$ cat src/rtl/div_pipe8.sv
// Eight-stage restoring divider (RISC-V DIV/DIVU/REM/REMU), four quotient bits
// resolved per stage; one op accepted per cycle, results in issue order.
module div_pipe8 (
  input  logic        clk,
  input  logic        rst,
  input  logic        in_valid,
  input  logic        in_signed,
  input  logic        in_get_rem,
  input  logic [4:0]  in_rd,
  input  logic [31:0] in_dividend,
  input  logic [31:0] in_divisor,
  output logic [6:0]  div_busy_0,
  output logic [6:0]  div_busy_1,
  output logic [6:0]  div_busy_2,
  output logic [6:0]  div_busy_3,
  output logic [6:0]  div_busy_4,
  output logic [6:0]  div_busy_5,
  output logic [6:0]  div_busy_6,
  output logic [6:0]  div_busy_7,
  output logic        out_valid,
  output logic [4:0]  out_rd,
  output logic [31:0] out_data
);

  typedef struct packed {
    logic        valid;
    logic        sgn;
    logic        get_rem;
    logic [4:0]  rd;
    logic [31:0] dvs;
    logic [31:0] prem;
    logic [31:0] pquo;
    logic        q_neg;
    logic        r_neg;
    logic        dz;
    logic        ovf;
  } stage_t;

  stage_t      stage_r     [0:7];
  stage_t      stage_nxt_s [0:7];
  logic        dnd_neg_s;
  logic        dvs_neg_s;
  logic [31:0] dnd_mag_s;
  logic [31:0] dvs_mag_s;
  logic [31:0] q_fix_s;
  logic [31:0] r_fix_s;

  // pquo starts as the dividend and shifts left, quotient bits entering at the LSB
  function automatic logic [63:0] div_step4(input logic [31:0] prem,
                                            input logic [31:0] pquo,
                                            input logic [31:0] dvs);
    logic [32:0] trial;
    logic [31:0] r;
    logic [31:0] q;
    r = prem;
    q = pquo;
    for (int i = 0; i < 32'sd4; i++) begin
      trial = {r, q[31]};
      q     = {q[30:0], 1'b0};
      if (trial >= {1'b0, dvs}) begin
        trial = trial - {1'b0, dvs};
        q[0]  = 1'b1;
      end else begin
        q[0]  = 1'b0;
      end
      r = trial[31:0];
    end
    return {r, q};
  endfunction

  // Operand magnitudes and signs of the op at the issue port
  always_comb begin
    dnd_neg_s = in_signed & in_dividend[31];
    dvs_neg_s = in_signed & in_divisor[31];
    dnd_mag_s = dnd_neg_s ? (32'd0 - in_dividend) : in_dividend;
    dvs_mag_s = dvs_neg_s ? (32'd0 - in_divisor) : in_divisor;
  end

  // Next state of every stage: four division iterations on its predecessor
  always_comb begin
    logic [63:0] step_v;
    stage_nxt_s[0]         = '0;
    stage_nxt_s[0].valid   = in_valid;
    stage_nxt_s[0].sgn     = in_signed;
    stage_nxt_s[0].get_rem = in_get_rem;
    stage_nxt_s[0].rd      = in_rd;
    stage_nxt_s[0].dvs     = dvs_mag_s;
    stage_nxt_s[0].q_neg   = dnd_neg_s ^ dvs_neg_s;
    stage_nxt_s[0].r_neg   = dnd_neg_s;
    stage_nxt_s[0].dz      = (in_divisor == 32'd0);
    stage_nxt_s[0].ovf     = in_signed & (in_dividend == 32'h8000_0000) &
                             (in_divisor == 32'hFFFF_FFFF);
    step_v                 = div_step4(32'd0, dnd_mag_s, dvs_mag_s);
    stage_nxt_s[0].prem    = step_v[63:32];
    stage_nxt_s[0].pquo    = step_v[31:0];
    for (int k = 1; k < 32'sd8; k++) begin
      stage_nxt_s[k]      = stage_r[k-1];
      step_v              = div_step4(stage_r[k-1].prem, stage_r[k-1].pquo, stage_r[k-1].dvs);
      stage_nxt_s[k].prem = step_v[63:32];
      stage_nxt_s[k].pquo = step_v[31:0];
    end
  end

  // Pipeline registers; reset drops every op in flight
  always_ff @(posedge clk or posedge rst) begin
    if (rst) begin
      for (int k = 0; k < 32'sd8; k++) stage_r[k] <= '0;
    end else begin
      for (int k = 0; k < 32'sd8; k++) stage_r[k] <= stage_nxt_s[k];
    end
  end

  assign div_busy_0 = stage_r[0].valid ? {1'b1, stage_r[0].get_rem, stage_r[0].rd} : 7'd0;
  assign div_busy_1 = stage_r[1].valid ? {1'b1, stage_r[1].get_rem, stage_r[1].rd} : 7'd0;
  assign div_busy_2 = stage_r[2].valid ? {1'b1, stage_r[2].get_rem, stage_r[2].rd} : 7'd0;
  assign div_busy_3 = stage_r[3].valid ? {1'b1, stage_r[3].get_rem, stage_r[3].rd} : 7'd0;
  assign div_busy_4 = stage_r[4].valid ? {1'b1, stage_r[4].get_rem, stage_r[4].rd} : 7'd0;
  assign div_busy_5 = stage_r[5].valid ? {1'b1, stage_r[5].get_rem, stage_r[5].rd} : 7'd0;
  assign div_busy_6 = stage_r[6].valid ? {1'b1, stage_r[6].get_rem, stage_r[6].rd} : 7'd0;
  assign div_busy_7 = stage_r[7].valid ? {1'b1, stage_r[7].get_rem, stage_r[7].rd} : 7'd0;

  // Sign fixup and special-case override on the last stage
  always_comb begin
    q_fix_s = stage_r[7].q_neg ? (32'd0 - stage_r[7].pquo) : stage_r[7].pquo;
    r_fix_s = stage_r[7].r_neg ? (32'd0 - stage_r[7].prem) : stage_r[7].prem;
    if (stage_r[7].dz) begin
      q_fix_s = 32'hFFFF_FFFF;
    end else if (stage_r[7].ovf) begin
      q_fix_s = 32'h8000_0000;
      r_fix_s = 32'd0;
    end else begin
      q_fix_s = q_fix_s;
    end
    out_valid = stage_r[7].valid;
    out_rd    = stage_r[7].valid ? stage_r[7].rd : 5'd0;
    out_data  = stage_r[7].valid ? (stage_r[7].get_rem ? r_fix_s : q_fix_s) : 32'd0;
  end

endmodule

$ cat config.mk
export PLATFORM = sky130hd
export DESIGN_NAME = div_pipe8
export DESIGN_NICKNAME = d
export VERILOG_FILES = /design/src/rtl/div_pipe8.sv
export SDC_FILE = /design/constraint.sdc
export NUM_CORES = 2
export LEC_CHECK = 0
export BUFFER_PORTS_ARGS = -buffer_cell sky130_fd_sc_hd__buf_2
export CAP_MARGIN = 20
export CORE_MARGIN = 3
export CORE_UTILIZATION = 50
export DETAILED_ROUTE_END_ITERATION = 16
export PLACE_DENSITY = 0.66
export SLEW_MARGIN = 25
export SYNTH_ARGS = -nofsm -noshare
export SYNTH_HDL_FRONTEND = slang
export SYNTH_SLANG_ARGS = --single-unit
$ cat constraint.sdc
create_clock -name clk -period 77.8 [get_ports clk]
set_input_delay 11.67 -clock clk [delete_from_list [all_inputs] [get_ports clk]]
set_output_delay 11.67 -clock clk [all_outputs]
set_load 0.005 [all_outputs]
Word-level counts from Yosys, hierarchy flattened
Index checks and enable logic that the tools add are counted.
- register bits: 824
- output and inout port bits: 94
- logic and storage cells: 238
- $add $sub $neg: 36
- magnitude comparators: 32
- equal/unequal tests: 2
- multiplexer cells: 83
- bitwise logic cells: 5
- reductions and logical operators: 1
- operators with widths (cell ; count):
    32-bit 2-to-1 mux ; 42
    33-bit by 32-bit greater-or-equal comparator with 1-bit output ; 31
    32-bit subtractor ; 31
    1-bit by 32-bit subtractor with 32-bit output (first input constant) ; 4
    32-bit equality test (second input constant) ; 2
    7-bit 2-to-1 mux ; 8
    1-bit by 32-bit greater-or-equal comparator with 1-bit output ; 1
    32-bit zero test ; 1
    1-bit 2-to-1 mux ; 32
    1-bit by 32-bit subtractor with 32-bit output ; 1
    5-bit 2-to-1 mux ; 1
    1-bit AND ; 4
    1-bit bitwise XOR ; 1

Longest topological paths before layout
- depth after elaboration: 10
- depth in mapped cells: 66
- mapped depth without buffers: 59

Worst setup path before layout
No wires, ideal clock.
- kind: input -> register
- from: in in_dividend[3]
- to: reg, netlist name stage_r[822]
- setup time: 125 ps
- data arrival time: 24224 ps
- setup slack: 53452 ps
- stages: 59
- path through: nor3_1 > nand2b_1 > nor4_1 > and3_1 > and2_1 > nand2_1 > o41ai_1 > nand2_1 > ha_1 > o211a_1 > o2111ai_1 > nor4_1 > nand4_1 > or4_1 > buf_2 > or2_1 > a31oi_1 > inv_1 > [23 not listed] > and2_1 > a211oi_4 > inv_2 > buf_6 > mux2_4 > ha_1 > a21o_1 > a21o_1 > a211oi_1 > o21ai_0 > o41ai_1 > o31ai_1 > o41a_1 > and4_1 > a2111oi_0 > a21oi_1 > xor2_1 > mux2_2
- RTL lines (what ; RTL line ; RTL):
    start, declared ; 10 ; input logic [31:0] in_dividend,

==> results.txt <==
worst skew pair latency: 750 ps
core area: 168000 sq um
Post-CTS Setup Inserts: 0
Maximum Capacitance Violations: 0
r2r startpoint: stage_nxt_s[69]
number of global-route vias before repair: 71300
final setup violation count: 0
drt wl/cell: 22.7 microns
worst hold stages: 0
FILL cells: 15700
post-placement setup slack: 48990 ps
Synth Instances: 9890
input/output buffers: 167
flop-to-flop setup slack: 60150 ps
synth warn: 0
antenna violations before repair: 9
die width: 418 microns
nets@finish: 11100
Avg Cell Area, Syn: 8.58 sq um
CP peak stage delay: 890 ps
post-DR vias/cell: 6.16
final hold violation count: 0
reg2reg end: stage_r[37]
Via Count: 75300
crit path DAT: 29020 ps
CTS sink cnt: 824
outcome: finished, final reports clean
Worst Hold Path EP: stage_r[142]
Rel. slew slack: 20.8%
post-CTS sizing: 0
Residual DRC: 0
Worst-path clk slew: 60 ps
Least-Margin Pin Slew: 1180 ps
commonest non-fill, non-tap cell in the layout: ha_1
fin. max-slew vios: 0
number of enable flip-flop cells after synthesis: 0
Post-CTS Hold Buffers: 0
drt first-iter violations: 6728
Die ar.: 175000 sq um
#FFs+latches synth: 824
Clock Skew: 57.1 ps
FP Rows: 150
commonest non-fill, non-tap cells in the layout: 999 x ha_1, 946 x a21oi_1, 823 x dfrtp_1
CP max FO: 29
Hold Path Class: reg2reg
Total GRT Usage: 30.6%
RSZ-0062 raised after global routing: no
Synth cell types: 107
Num CTS Buffers: 90
worst hold start: stage_nxt_s[142]
first-pass GRT wire length: 419000 microns
ys flop type: dfrtp_1
Data required, critical path: 78430 ps
CTS tree: yes
antenna viol nets, final: 0
Netlist Area Pre-Place: 84900 sq um
Worst Setup Start Kind: input pin
I/O pin count: 168
Bufs on Longest Clock Path: 3
CP endpoint kind: register
remaining global-route overflow: 0
synth-to-layout area growth: 7.21%
CTS Root Cell: clkbuf_16
worst-case reg-to-reg path depth: 59
Final Wtd Congestion: 0.998
largest net degree at the start of global routing: 168
layout cells sized above 1: 10.5%
sequential area share after synthesis: 24.3%
Synth async-reset ratio: 100%
hpwl dp: 227000 microns
first drt pass iteration count: 6
Initial Util: 50.5%
fmax: 35.2 MHz
Final min period: 28390 ps
# H-tree levels: 3
Setup CP Type: in2reg
Setup TNS: 0 ps
fin crit share: 36.5%
Total Routed Length: 277000 microns
Final WS setup: 49410 ps
die height: 418 microns
net count after synthesis: 11000
slowest cell on the critical path: or4_1
-- synthesized netlist by cell type, drive strengths merged (18+ instances only) --
master | count | area (sq um)
a2111oi | 21 | 196
mux2 | 579 | 6550
ha | 999 | 12500
nand2b | 136 | 851
o21bai | 114 | 856
o221ai | 22 | 193
a31oi | 91 | 588
and3 | 98 | 613
mux2i | 87 | 871
clkbuf | 154 | 578
dfrtp | 824 | 20600
nand4 | 151 | 945
nand2 | 583 | 2190
o31ai | 66 | 500
o21ai | 590 | 2950
nor3b | 18 | 140
buf | 99 | 567
a221o | 27 | 270
a31o | 37 | 324
o41ai | 30 | 278
o31a | 22 | 193
o211ai | 48 | 360
a21oi | 949 | 4770
and4 | 26 | 228
nor2b | 151 | 945
a211oi | 83 | 636
a221oi | 27 | 249
or2 | 46 | 288
a21o | 484 | 3630
inv | 618 | 2320
or4 | 20 | 154
and2 | 108 | 676
nor3 | 166 | 847
xnor2 | 616 | 5400
nor2 | 678 | 2570
a21boi | 48 | 360
or3 | 57 | 357
a211o | 40 | 350
xor2 | 316 | 2770
fa | 31 | 621
nand3 | 205 | 1030
a41oi | 18 | 158
o221a | 24 | 270
nor4 | 62 | 415
o21a | 135 | 1010
-- cell families after synthesis --
logic type / count (synthesis) / share of synthesized area, %
flip-flops: 824 / 24.3
buffers and inverters: 872 / 4.09
AO/OA/AOI/OAI: 3019 / 22.9
XOR/XNOR: 932 / 9.62
multiplexers: 666 / 8.74
AND/OR/NAND/NOR: 2547 / 14.9
adder cells (fa/ha/maj): 1030 / 15.5
-- registers in the layout, summed over array words and instances (netlist names) --
name	count
out_valid	1
stage_nxt_s	497
stage_r	326
-- worst max-delay path: cells and delay by family --
kind / cells / cell delay [ps]
adder cells (fa/ha/maj): 5 / 1350
AO/OA/AOI/OAI: 23 / 7370
buffers and inverters: 8 / 1930
XOR/XNOR: 1 / 170
AND/OR/NAND/NOR: 23 / 6230
multiplexers: 1 / 270
-- worst max path at each step --
stage	startpoint	endpoint	slack, ps
after floorplan	rst	out_valid	42980
after global placement	in_dividend[3]	stage_r[822]	49110
after detailed placement	in_dividend[3]	stage_r[822]	48990
after CTS	in_dividend[3]	stage_r[822]	49690
after global routing	in_dividend[3]	stage_r[822]	48090
final	in_dividend[3]	stage_r[822]	49410
-- metrics by stage --
step           area (sq um)  util, %  std cells  hold WS (ps)
2_1_floorplan         84900        -       9890           331
3_3_place_gp          87800     52.3      12100           331
3_5_place_dp          87800     52.3      12100           335
4_1_cts               90900     54.1      12200           303
5_1_grt               91000     54.2      12200           315
6_report              91000     54.2      12200           302
-- area by class of cell --
class	count	area, sq um	area share, %
Antenna cell	1	2.50	0.00275
Tap cell	2204	2760	3.03
Inverter	619	2330	2.56
Clock buffer	122	2530	2.78
Multi-Input combinational cell	8194	60900	66.9
Clock inverter	42	583	0.641
Sequential cell	824	20600	22.7
Timing Repair Buffer	219	1280	1.41
-- routing by layer --
metal / wire [microns] / global-route usage [%]
met5: 10 / 0
met4: 13100 / 13.4
met3: 16600 / 3.28
met2: 119000 / 46.8
met1: 128000 / 43.7
Power is left out: the tool's default activity adds up to more than one toggle a clock period on the data nets, which glitch-free logic cannot reach.
